**config.mk**
```make
export PLATFORM = sky130hd
export DESIGN_NAME = led_pattern_gen_flat
export DESIGN_NICKNAME = d
export VERILOG_FILES = /design/src/rtl/led_pattern_gen_if.sv /design/src/rtl/led_pattern_gen.sv /design/src/flat_wrapper.sv
export SDC_FILE = /design/constraint.sdc
export NUM_CORES = 1
export LEC_CHECK = 0
export ABC_AREA = 1
export BUFFER_PORTS_ARGS = -buffer_cell sky130_fd_sc_hd__buf_2
export CORE_ASPECT_RATIO = 1.1
export CORE_UTILIZATION = 32
export CTS_CLUSTER_DIAMETER = 80
export DETAILED_ROUTE_END_ITERATION = 8
export PLACE_DENSITY = 0.48
export SYNTH_ARGS = -nofsm -noshare
export SYNTH_HDL_FRONTEND = slang
export SYNTH_SLANG_ARGS = --single-unit
```
**constraint.sdc**
```tcl
create_clock -name clk -period 7.11 [get_ports clk]
set_clock_uncertainty 0.05 [all_clocks]
set_input_delay 0.3555 -clock clk [delete_from_list [all_inputs] [get_ports clk]]
set_output_delay 0.3555 -clock clk [all_outputs]
set_load 0.02 [all_outputs]
```
**src/rtl/led_pattern_gen_if.sv**
```systemverilog
// Configuration write port of the LED pattern generator: one-cycle write
// strobe plus the channel select and the fields latched into that channel.
interface led_pattern_gen_if #(
  parameter int CH_W    = 2,
  parameter int CNT_W   = 16,
  parameter int BURST_W = 4
);
  logic               cfg_we;
  logic [CH_W-1:0]    cfg_ch;
  logic [1:0]         cfg_mode;
  logic [CNT_W-1:0]   cfg_period;
  logic [CNT_W-1:0]   cfg_on;
  logic [BURST_W-1:0] cfg_burst;

  // Config source (control FSM, bus bridge, testbench)
  modport master (
    output cfg_we,
    output cfg_ch,
    output cfg_mode,
    output cfg_period,
    output cfg_on,
    output cfg_burst
  );

  // Pattern generator side
  modport slave (
    input cfg_we,
    input cfg_ch,
    input cfg_mode,
    input cfg_period,
    input cfg_on,
    input cfg_burst
  );
endinterface

```
**src/rtl/led_pattern_gen.sv**
```systemverilog
// Multi-channel LED pattern generator. A shared prescaler produces a one-cycle
// time-base tick every D = CLK_FREQ/TICK_FREQ clocks; each channel runs
// independently in off / on / blink / burst mode from its own latched config.
// The LED outputs are registered, one cycle behind the channel state.
module led_pattern_gen #(
  parameter int CLK_FREQ  = 100_000_000,
  parameter int TICK_FREQ = 1000,
  parameter int N_CH      = 4,
  parameter int CNT_W     = 16,
  parameter int BURST_W   = 4,
  parameter int CH_W      = (N_CH > 1) ? $clog2(N_CH) : 1
) (
  input  logic              clk,
  input  logic              reset,
  led_pattern_gen_if.slave  cfg,
  output logic [N_CH-1:0]   led,
  output logic              tick
);

  typedef enum logic [1:0] {
    MODE_OFF   = 2'b00,
    MODE_ON    = 2'b01,
    MODE_BLINK = 2'b10,
    MODE_BURST = 2'b11
  } mode_e;

  localparam int                D       = CLK_FREQ / TICK_FREQ;
  localparam int                PSC_W   = (D > 1) ? $clog2(D) : 1;
  localparam logic [PSC_W-1:0]  PSC_MAX = PSC_W'(D - 1);
  // Channel count widened by one bit so that N_CH itself is representable
  localparam logic [CH_W:0]     N_CH_V  = (CH_W + 1)'(N_CH);

  // Output function of one channel, evaluated on its registered state.
  // Blink: P < 2 degenerates to a constant (T != 0); otherwise on while
  // ph < T, which naturally yields constant 1 for T >= P and 0 for T = 0.
  // Burst: blink gated by bc < B, so bc = B is the dark period.
  function automatic logic pattern_f(
    input mode_e              m,
    input logic [CNT_W-1:0]   p,
    input logic [CNT_W-1:0]   t,
    input logic [CNT_W-1:0]   ph,
    input logic [BURST_W-1:0] b,
    input logic [BURST_W:0]   bc
  );
    logic blink_v;
    logic res_v;
    if (p < CNT_W'(2)) begin
      blink_v = (t != {CNT_W{1'b0}});
    end else begin
      blink_v = (ph < t);
    end
    case (m)
      MODE_OFF:   res_v = 1'b0;
      MODE_ON:    res_v = 1'b1;
      MODE_BLINK: res_v = blink_v;
      MODE_BURST: res_v = blink_v && (bc < {1'b0, b});
      default:    res_v = 1'b0;
    endcase
    return res_v;
  endfunction

  // Prescaler and tick
  logic [PSC_W-1:0]   psc_r;
  logic [PSC_W-1:0]   psc_nxt_s;
  logic               tick_r;
  logic               tick_nxt_s;

  // Per-channel state
  mode_e              mode_r     [N_CH];
  mode_e              mode_nxt_s [N_CH];
  logic [CNT_W-1:0]   p_r        [N_CH];
  logic [CNT_W-1:0]   p_nxt_s    [N_CH];
  logic [CNT_W-1:0]   t_r        [N_CH];
  logic [CNT_W-1:0]   t_nxt_s    [N_CH];
  logic [BURST_W-1:0] b_r        [N_CH];
  logic [BURST_W-1:0] b_nxt_s    [N_CH];
  logic [CNT_W-1:0]   ph_r       [N_CH];
  logic [CNT_W-1:0]   ph_nxt_s   [N_CH];
  logic [BURST_W:0]   bc_r       [N_CH];
  logic [BURST_W:0]   bc_nxt_s   [N_CH];

  // Outputs
  logic [N_CH-1:0]    led_r;
  logic [N_CH-1:0]    led_nxt_s;

  // Write decode
  logic               ch_ok_s;
  logic [N_CH-1:0]    wr_hit_s;

  // Prescaler: count 0..D-1, tick goes high for the cycle after the wrap
  always_comb begin
    psc_nxt_s  = psc_r + PSC_W'(1);
    tick_nxt_s = 1'b0;
    if (psc_r == PSC_MAX) begin
      psc_nxt_s  = {PSC_W{1'b0}};
      tick_nxt_s = 1'b1;
    end else begin
      psc_nxt_s  = psc_r + PSC_W'(1);
      tick_nxt_s = 1'b0;
    end
  end

  // Write decode: out-of-range channel numbers address nothing
  always_comb begin
    wr_hit_s = {N_CH{1'b0}};
    ch_ok_s  = ({1'b0, cfg.cfg_ch} < N_CH_V);
    for (int i = 0; i < N_CH; i++) begin
      if (cfg.cfg_we && ch_ok_s && (cfg.cfg_ch == CH_W'(i))) begin
        wr_hit_s[i] = 1'b1;
      end else begin
        wr_hit_s[i] = 1'b0;
      end
    end
  end

  // Channel next state: a write beats a same-cycle tick on that channel only
  always_comb begin
    for (int i = 0; i < N_CH; i++) begin
      mode_nxt_s[i] = mode_r[i];
      p_nxt_s[i]    = p_r[i];
      t_nxt_s[i]    = t_r[i];
      b_nxt_s[i]    = b_r[i];
      ph_nxt_s[i]   = ph_r[i];
      bc_nxt_s[i]   = bc_r[i];

      if (wr_hit_s[i]) begin
        mode_nxt_s[i] = mode_e'(cfg.cfg_mode);
        p_nxt_s[i]    = cfg.cfg_period;
        t_nxt_s[i]    = cfg.cfg_on;
        b_nxt_s[i]    = cfg.cfg_burst;
        ph_nxt_s[i]   = {CNT_W{1'b0}};
        bc_nxt_s[i]   = {(BURST_W + 1){1'b0}};
      end else if ((mode_r[i] == MODE_OFF) || (mode_r[i] == MODE_ON)) begin
        ph_nxt_s[i]   = {CNT_W{1'b0}};
        bc_nxt_s[i]   = {(BURST_W + 1){1'b0}};
      end else if (tick_r) begin
        // P < 2 wraps on every tick; otherwise wrap at ph = P-1 (P-1 cannot
        // underflow on this branch)
        if ((p_r[i] < CNT_W'(2)) || (ph_r[i] >= (p_r[i] - CNT_W'(1)))) begin
          ph_nxt_s[i] = {CNT_W{1'b0}};
          if (mode_r[i] == MODE_BURST) begin
            if (bc_r[i] >= {1'b0, b_r[i]}) begin
              bc_nxt_s[i] = {(BURST_W + 1){1'b0}};
            end else begin
              bc_nxt_s[i] = bc_r[i] + (BURST_W + 1)'(1);
            end
          end else begin
            bc_nxt_s[i] = {(BURST_W + 1){1'b0}};
          end
        end else begin
          ph_nxt_s[i] = ph_r[i] + CNT_W'(1);
          bc_nxt_s[i] = bc_r[i];
        end
      end else begin
        ph_nxt_s[i]   = ph_r[i];
        bc_nxt_s[i]   = bc_r[i];
      end
    end
  end

  // LED drive computed from the registered channel state (one cycle latency)
  always_comb begin
    led_nxt_s = {N_CH{1'b0}};
    for (int i = 0; i < N_CH; i++) begin
      led_nxt_s[i] = pattern_f(mode_r[i], p_r[i], t_r[i], ph_r[i], b_r[i], bc_r[i]);
    end
  end

  // State registers with synchronous reset clearing every channel
  always_ff @(posedge clk) begin
    if (reset) begin
      psc_r  <= {PSC_W{1'b0}};
      tick_r <= 1'b0;
      led_r  <= {N_CH{1'b0}};
      for (int i = 0; i < N_CH; i++) begin
        mode_r[i] <= MODE_OFF;
        p_r[i]    <= {CNT_W{1'b0}};
        t_r[i]    <= {CNT_W{1'b0}};
        b_r[i]    <= {BURST_W{1'b0}};
        ph_r[i]   <= {CNT_W{1'b0}};
        bc_r[i]   <= {(BURST_W + 1){1'b0}};
      end
    end else begin
      psc_r  <= psc_nxt_s;
      tick_r <= tick_nxt_s;
      led_r  <= led_nxt_s;
      for (int i = 0; i < N_CH; i++) begin
        mode_r[i] <= mode_nxt_s[i];
        p_r[i]    <= p_nxt_s[i];
        t_r[i]    <= t_nxt_s[i];
        b_r[i]    <= b_nxt_s[i];
        ph_r[i]   <= ph_nxt_s[i];
        bc_r[i]   <= bc_nxt_s[i];
      end
    end
  end

  assign led  = led_r;
  assign tick = tick_r;

endmodule

```
**src/flat_wrapper.sv**
```systemverilog
// flat-port wrapper written by rule: the top's interface ports become plain ports
module led_pattern_gen_flat 
#(
  parameter int CLK_FREQ  = 100_000_000,
  parameter int TICK_FREQ = 1000,
  parameter int N_CH      = 4,
  parameter int CNT_W     = 16,
  parameter int BURST_W   = 4,
  parameter int CH_W      = (N_CH > 1) ? $clog2(N_CH) : 1
)
  (clk, reset, led, tick, cfg_cfg_we, cfg_cfg_ch, cfg_cfg_mode, cfg_cfg_period, cfg_cfg_on, cfg_cfg_burst);
  led_pattern_gen_if #(.CH_W(CH_W), .CNT_W(CNT_W), .BURST_W(BURST_W)) cfg_i ();
  input  logic clk;
  input  logic reset;
  output logic [N_CH-1:0] led;
  output logic tick;
  input wire logic [$bits(cfg_i.cfg_we)-1:0] cfg_cfg_we;
  input wire logic [$bits(cfg_i.cfg_ch)-1:0] cfg_cfg_ch;
  input wire logic [$bits(cfg_i.cfg_mode)-1:0] cfg_cfg_mode;
  input wire logic [$bits(cfg_i.cfg_period)-1:0] cfg_cfg_period;
  input wire logic [$bits(cfg_i.cfg_on)-1:0] cfg_cfg_on;
  input wire logic [$bits(cfg_i.cfg_burst)-1:0] cfg_cfg_burst;
  assign cfg_i.cfg_we = cfg_cfg_we;
  assign cfg_i.cfg_ch = cfg_cfg_ch;
  assign cfg_i.cfg_mode = cfg_cfg_mode;
  assign cfg_i.cfg_period = cfg_cfg_period;
  assign cfg_i.cfg_on = cfg_cfg_on;
  assign cfg_i.cfg_burst = cfg_cfg_burst;
  led_pattern_gen #(.CLK_FREQ(CLK_FREQ), .TICK_FREQ(TICK_FREQ), .N_CH(N_CH), .CNT_W(CNT_W), .BURST_W(BURST_W), .CH_W(CH_W)) u_core (.clk(clk), .reset(reset), .cfg(cfg_i), .led(led), .tick(tick));
endmodule
```
==> impl_metrics.toml, run 1 <==
[detailed_routing]
drt_first_pass_iters = 5
num_vias = 12800
drt.antenna.violating_nets = 0
drt_wl_total_um = 41400
wl_per_cell_um = 15.4
drc_errors = 0
vias_per_cell = 4.77
dr.first_iter.drc_count = 688

[floorplan]
pin_count = 48
fp-row-count = 82
fp.dieH_um = 228
dieArea_um2 = 47300
die_x_um = 207
core_um2 = 45700
start_util_pct = 32.5

[final_layout]
drive_above_1_share_pct = 8.18
stdcell_area_um2 = 16700
nets = 2263
layout_commonest_cell = "nand2_1"
area_growth_pct = 12.7
insertedDiodeCount = 0
mostFrequentLayoutCells = "nand2_1, inv_1, dfxtp_1"

[worst_setup_path]
cp_slowest_stage_delay_ns = 0.33
crit_chain = "nor2_1 -> nand4_1 -> nor2_1 -> nand3_1 -> nor2_1 -> nand3_1 -> xor2_1 -> inv_1 -> ha_1 -> a21oi_1 -> o21a_1 -> nand2_1 -> nor2_2 -> nand2_2 -> nand2_1 -> nand2_4 -> nor3_1"
critical_path.top_delay_family = "simple AND/OR/NAND/NOR gates"
crit_cells = 17
cp_common_cell = "nor2_1"
slowest_stage = "dfxtp_1"
cp.buffers_inverters = 1
rr_worst_depth = 17
r2r_slack_ns = 3.91
startpoint_type = "flip-flop"
critPathRequiredTime_ns = 7.56
reg2reg_from = "u_core.p_r[0][34]"
reg2reg_to = "u_core.ph_r[2][2]"
worst_ep_arrival_time_ns = 3.66
crit_type = "reg -> reg"
end_kind = "flip-flop"
cp_max_fo = 19
setup.worst_path.end = "u_core.ph_r[2][2]"
startpoint = "u_core.p_r[0][34]"

[placed_design]
io_buffer_count = 47
gp_congestion = 0.848
dpl-instance-area_um2 = 15600
place_hpwl_um = 31000

[synth]
yosysWarningCount = 0
yosys.area.top_type = "dfxtp_1"
synth_flop_cell = "dfxtp_1"
syn_nets = 2233
synth_enable_flop_cells = 0
syn_area_per_cell_um2 = 7.29
synth.cell_area_um2 = 14800
ys_top_cells_by_area = "dfxtp_1, ha_1, a21oi_1"
ys_async_sr_fraction_pct = 0
synth.top_cell.area_share_pct = 34.8
seq_area_frac_synth_pct = 34.8
yosysUniqueCellTypes = 39
synth-seq-cells = 258
syn-instance-count = 2037

[global_routing]
gr-usage-met3_pct = 2.16
grt-ovfl-total = 0
track_usage_pct = 17.4
grt_max_degree = 79
grt_pass1_vias = 11900
grt_pass1_wl_um = 65000
antenna_found_initial = 4
met2_usage_pct = 29.7
met1_usage_pct = 22.4
busiest_layer = "met2"

[pwr]
ir_worst_vdd_mv = 0.153
cellPowerDensity_nw_per_um2 = 224
power.internal_mw = 2.72
switching_share_pct = 27.4
p_leak_nw = 7.32
p_comb_share_pct = 13.9
power_frac_seq_pct = 40.5
clock_power_share_pct = 45.5
power_switching_mw = 1.03

[timing]
worstMarginPinSlew_ns = 0.842
relSlewSlack_pct = 43.4
rsz0062_at_grt = "false"
setup_viol = 0
final_hold_viol_count = 0
drv_slew = 0
max_freq_mhz = 312
tns_ns = 0
min_period_ns = 3.20
finalCritPeriodShare_pct = 45.1

[cts]
clk_pin_slew_ns = 0.06
h-tree-depth = 1
clock_latency_ns = 0.59
cts_root_buffer = "clkbuf_16"
holdBufCountCts = 0
cts.sinks = 258
cts_tree = "yes"
ctsLongestPathBuffers = 3
numCtsBuffers = 31
post_cts_buffers = 0
cts_resized = 0

[min_path]
min_from = "reset"
hold_class = "in -> reg"

[flow_run]
drv_cap = 0

[outcome]
status = "finished clean"
-- synth_stat cells, types with 17 or more instances --
cell type	instances
nor2_2	17
nand4_1	33
xnor2_1	22
nand3_1	80
a21oi_1	240
xor2_1	79
ha_1	153
o21ai_0	173
dfxtp_1	258
inv_1	289
nor3_1	44
nor2_1	214
clkbuf_1	46
nand2_1	299
-- metrics by stage --
| stage | power, mW | instances | util [%] | hold WS (ns) | setup slack (ns) |
|---|---|---|---|---|---|
| finish | 3.74 | 2679 | 36.6 | 0.0522 | 3.91 |
| global placement | 2.06 | 2622 | 34.3 | 0.382 | 3.95 |
| CTS | 3.80 | 2679 | 36.6 | 0.0453 | 3.89 |
| global route | 3.94 | 2679 | 36.6 | 0.0377 | 3.57 |
| floorplan | 1.91 | 2037 | - | 0.368 | 4.37 |
| detailed placement | 2.07 | 2622 | 34.3 | 0.390 | 3.93 |
-- sequential cells by signal (all words and copies together), names as in the netlist --
name           cells
u_core.p_r        64
u_core.ph_r       64
u_core.t_r        64
u_core.bc_r       20
u_core.psc_r      17
u_core.b_r        16
u_core.mode_r      8
u_core.led         4
u_core.tick        1
-- worst min path at each step --
| stage | cells after the start | slack (ns) | endpoint |
|---|---|---|---|
| final | 2 | 0.05 | u_core.tick |
| after global routing | 2 | 0.04 | u_core.tick |
| after CTS | 2 | 0.05 | u_core.tick |
| after detailed placement | 1 | 0.39 | u_core.psc_r[0] |
| after global placement | 1 | 0.38 | u_core.psc_r[0] |
| after floorplan | 1 | 0.37 | u_core.psc_r[0] |
-- power by group through the flow --
| stage | logic [mW] | registers, mW | clock network [mW] |
|---|---|---|---|
| 2_1_floorplan | 0.369 | 1.54 | 0 |
| 3_3_place_gp | 0.515 | 1.55 | 0 |
| 3_5_place_dp | 0.524 | 1.55 | 0 |
| 4_1_cts | 0.528 | 1.52 | 1.75 |
| 5_1_grt | 0.597 | 1.52 | 1.82 |
| 6_report | 0.522 | 1.52 | 1.70 |
-- final cells by class --
cell class | count | area, µm²
sequential | 258 | 5170
timing repair buffer | 55 | 295
inverter | 292 | 1100
clock inverter | 14 | 201
multi-input combinational | 1429 | 8340
clock buffer | 43 | 891
tap | 588 | 736
fill | 4822 | 28900
-- cell families after synthesis --
family	share of synthesized area, %
AO/OA/AOI/OAI	14.8
adder cells (fa/ha/maj)	12.9
flip-flops	34.8
buffers and inverters	9.12
XOR/XNOR	5.96
AND/OR/NAND/NOR	22.4
-- metal layers --
layer  vias to the layer above  part of all wire, %
li1                       6717                    -
met1                      5838                   47
met2                       156                   47
met3                        55                  3.2
met4                         0                  3.2
met5                         -                    0
Note: power is estimated with default switching activity, not from simulation.
==> run 2, diff against run 1 <==
ABC_AREA = 0   (was 1)
clock period = 3.25 ns   (was 7.11 ns; I/O delays follow)
==> run 2 against run 1 <==
  * Clock-buffer cell count shrank 2
  * Highest routed layer unchanged
  * Core utilization rose by 2.3 points
  * First-iteration DRC count grew 12%
  * Cell area increased by 3.5%
  * Setup slack worse by 3.8 ns
==> impl_metrics.toml, run 2 <==
[pwr]
cellPowerDensity_nw_per_um2 = 466
ir_worst_vdd_mv = 0.387
p_leak_nw = 6.84

[placed_design]
preCtsSetupSlack_ns = -0.0324
io_buffer_count = 47
place_hpwl_um = 31300
gp_congestion = 0.834
placed_cells = 2438

[cts]
cts.sinks = 258
numCtsBuffers = 30
cts_root_buffer = "clkbuf_16"
cts_tree = "yes"
h-tree-depth = 1
clk_pin_slew_ns = 0.06
ctsLongestPathBuffers = 3
clock_latency_ns = 0.57

[worst_setup_path]
end_kind = "flip-flop"
critical_path.top_delay_family = "simple AND/OR/NAND/NOR gates"
slowest_stage = "or4_1"
cp.buffers_inverters = 0
critPathRequiredTime_ns = 3.68
cp_max_fo = 5
crit_chain = "nor3_1 -> nand2_2 -> or3_4 -> nor3_4 -> xnor2_1 -> ha_1 -> and4_4 -> o311a_4 -> a211oi_4 -> o211ai_4 -> nand2_4 -> or4_1 -> a21oi_1"
startpoint = "u_core.p_r[0][24]"
startpoint_type = "flip-flop"
reg2reg_from = "u_core.p_r[0][24]"
cp_slowest_stage_delay_ns = 0.50
worst_ep_arrival_time_ns = 3.56
crit_type = "reg -> reg"

[min_path]
min_from = "reset"
hold_class = "in -> reg"

[floorplan]
start_util_pct = 32.4
die_x_um = 204
core_um2 = 44500
pin_count = 48
fp-row-count = 81
fp.dieH_um = 225
dieArea_um2 = 45900

[synth]
syn_area_per_cell_um2 = 7.95
yosys.area.top_type = "dfxtp_1"
seq_area_frac_synth_pct = 35.8
synth.cell_area_um2 = 14400
synth.top_cell.area_share_pct = 35.8
synth-seq-cells = 258
ys_top_cells_by_area = "dfxtp_1, ha_1, nand2_1"
synth_most_common_cell = "nand2_1"
synth_enable_flop_cells = 0
yosysUniqueCellTypes = 73
ys_top_cells_by_count = "nand2_1, dfxtp_1, a21oi_1"
ys_async_sr_fraction_pct = 0
syn-instance-count = 1814
yosysWarningCount = 0
synth_flop_cell = "dfxtp_1"
syn_nets = 2010

[final_layout]
biggestRegsByFlops = "u_core.p_r (64), u_core.ph_r (64), u_core.t_r (64)"
final_cells = 2535
mostFrequentLayoutCells = "nand2_1, dfxtp_1, a21oi_1"
insertedDiodeCount = 0
nets = 2127
drive_above_1_share_pct = 11.2
fillCellCount = 4638
layout_commonest_cell = "nand2_1"
area_growth_pct = 20.1

[detailed_routing]
drt_wl_total_um = 43100
drt_first_pass_iters = 5
dr.first_iter.drc_count = 773
vias_per_cell = 5.03
num_vias = 12800
wl_per_cell_um = 17.0
drt.antenna.violating_nets = 0
drc_errors = 0

[timing]
finalCritPeriodShare_pct = 96.2
min_period_ns = 3.13
hold_slack_ns = 0.0459
setup_viol = 0
max_freq_mhz = 320
final_hold_viol_count = 0
rsz0062_at_grt = "true"
worstMarginPinSlew_ns = 1.06
drv_slew = 0
relSlewSlack_pct = 28.9
timing.final.ws_setup_ns = 0.124

[global_routing]
grt_max_degree = 101
grt-ovfl-total = 0
grt_pass1_wl_um = 68100
antenna_found_initial = 0
grt_pass1_vias = 12500
track_usage_pct = 19.0

[flow_run]
drv_cap = 0

[outcome]
status = "finished clean"
-- run 2: worst register-to-register path, cell delays in order, from the launching register on --
cell	delay, ns
dfxtp_1	0.31
nor3_1	0.32
nand2_2	0.11
or3_4	0.37
nor3_4	0.14
xnor2_1	0.09
ha_1	0.30
and4_4	0.26
o311a_4	0.20
a211oi_4	0.04
o211ai_4	0.13
nand2_4	0.09
or4_1	0.50
a21oi_1	0.13
-- run 2: final timing paths --
check                            to  slack, ns  cells after the start
hold reg to reg    u_core.b_r[0][3]       0.40                      2
hold / removal    u_core.p_r[0][50]       0.05                      2
setup / recovery  u_core.bc_r[0][8]       0.12                     13
setup reg to reg  u_core.bc_r[0][8]       0.12                     13
-- run 2: routing by layer --
metal	vias to the layer above	global-route usage [%]	wire, µm
li1	6496	-	-
met1	5974	26.4	21300
met2	226	30.2	18900
met3	61	2.55	1730
met4	0	5.87	1210
met5	-	0	0
-- run 2: power by group --
part	internal, mW	leakage [nW]	switching, mW
clock	2.34	0.542	1.39
sequential	3.23	2.09	0.0603
combinational	0.437	4.21	0.606
total	6.01	6.84	2.06
-- run 2: logic make-up after synthesis --
logic type,Yosys count,synth area share (%)
AOI/OAI and AO/OA,332,13.7
xor gates and xnor gates,118,7.16
adders and majority gates,153,13.3
buffers and inverters,168,4.57
DFF,258,35.8
muxes,1,0.0694
and+or+nand+nor,784,25.5
-- run 2: stage by stage --
step / total power [mW] / instance area, µm² / TNS [ns] / utilization, %
after floorplan: 3.97 / 14400 / 0 / -
after global placement: 4.30 / 15600 / 0 / 35.1
after detailed placement: 4.32 / 15600 / -0.0502 / 35.1
after CTS: 8.14 / 17100 / 0 / 38.4
after global routing: 8.43 / 17300 / -0.201 / 38.9
final: 8.07 / 17300 / 0 / 38.9
-- run 2: cell type report --
| cell class | instances | area (µm²) | share of cell area [%] |
|---|---|---|---|
| flip-flops and latches | 258 | 5170 | 29.8 |
| well taps | 581 | 727 | 4.20 |
| repair buffers | 153 | 1140 | 6.60 |
| clock buffers | 41 | 873 | 5.04 |
| clock inverters | 14 | 223 | 1.29 |
| inverters | 100 | 375 | 2.17 |
| multi-input cells | 1388 | 8820 | 50.9 |
-- run 2: timing repair --
item / CTS / global route
hold endpoints to repair: 152 / 0
resized for setup: 2 / 40
setup buffers: 0 / 3
hold buffers: 39 / 0
pin swaps: 0 / 13
endpoints found under the setup margin: 28 / 82
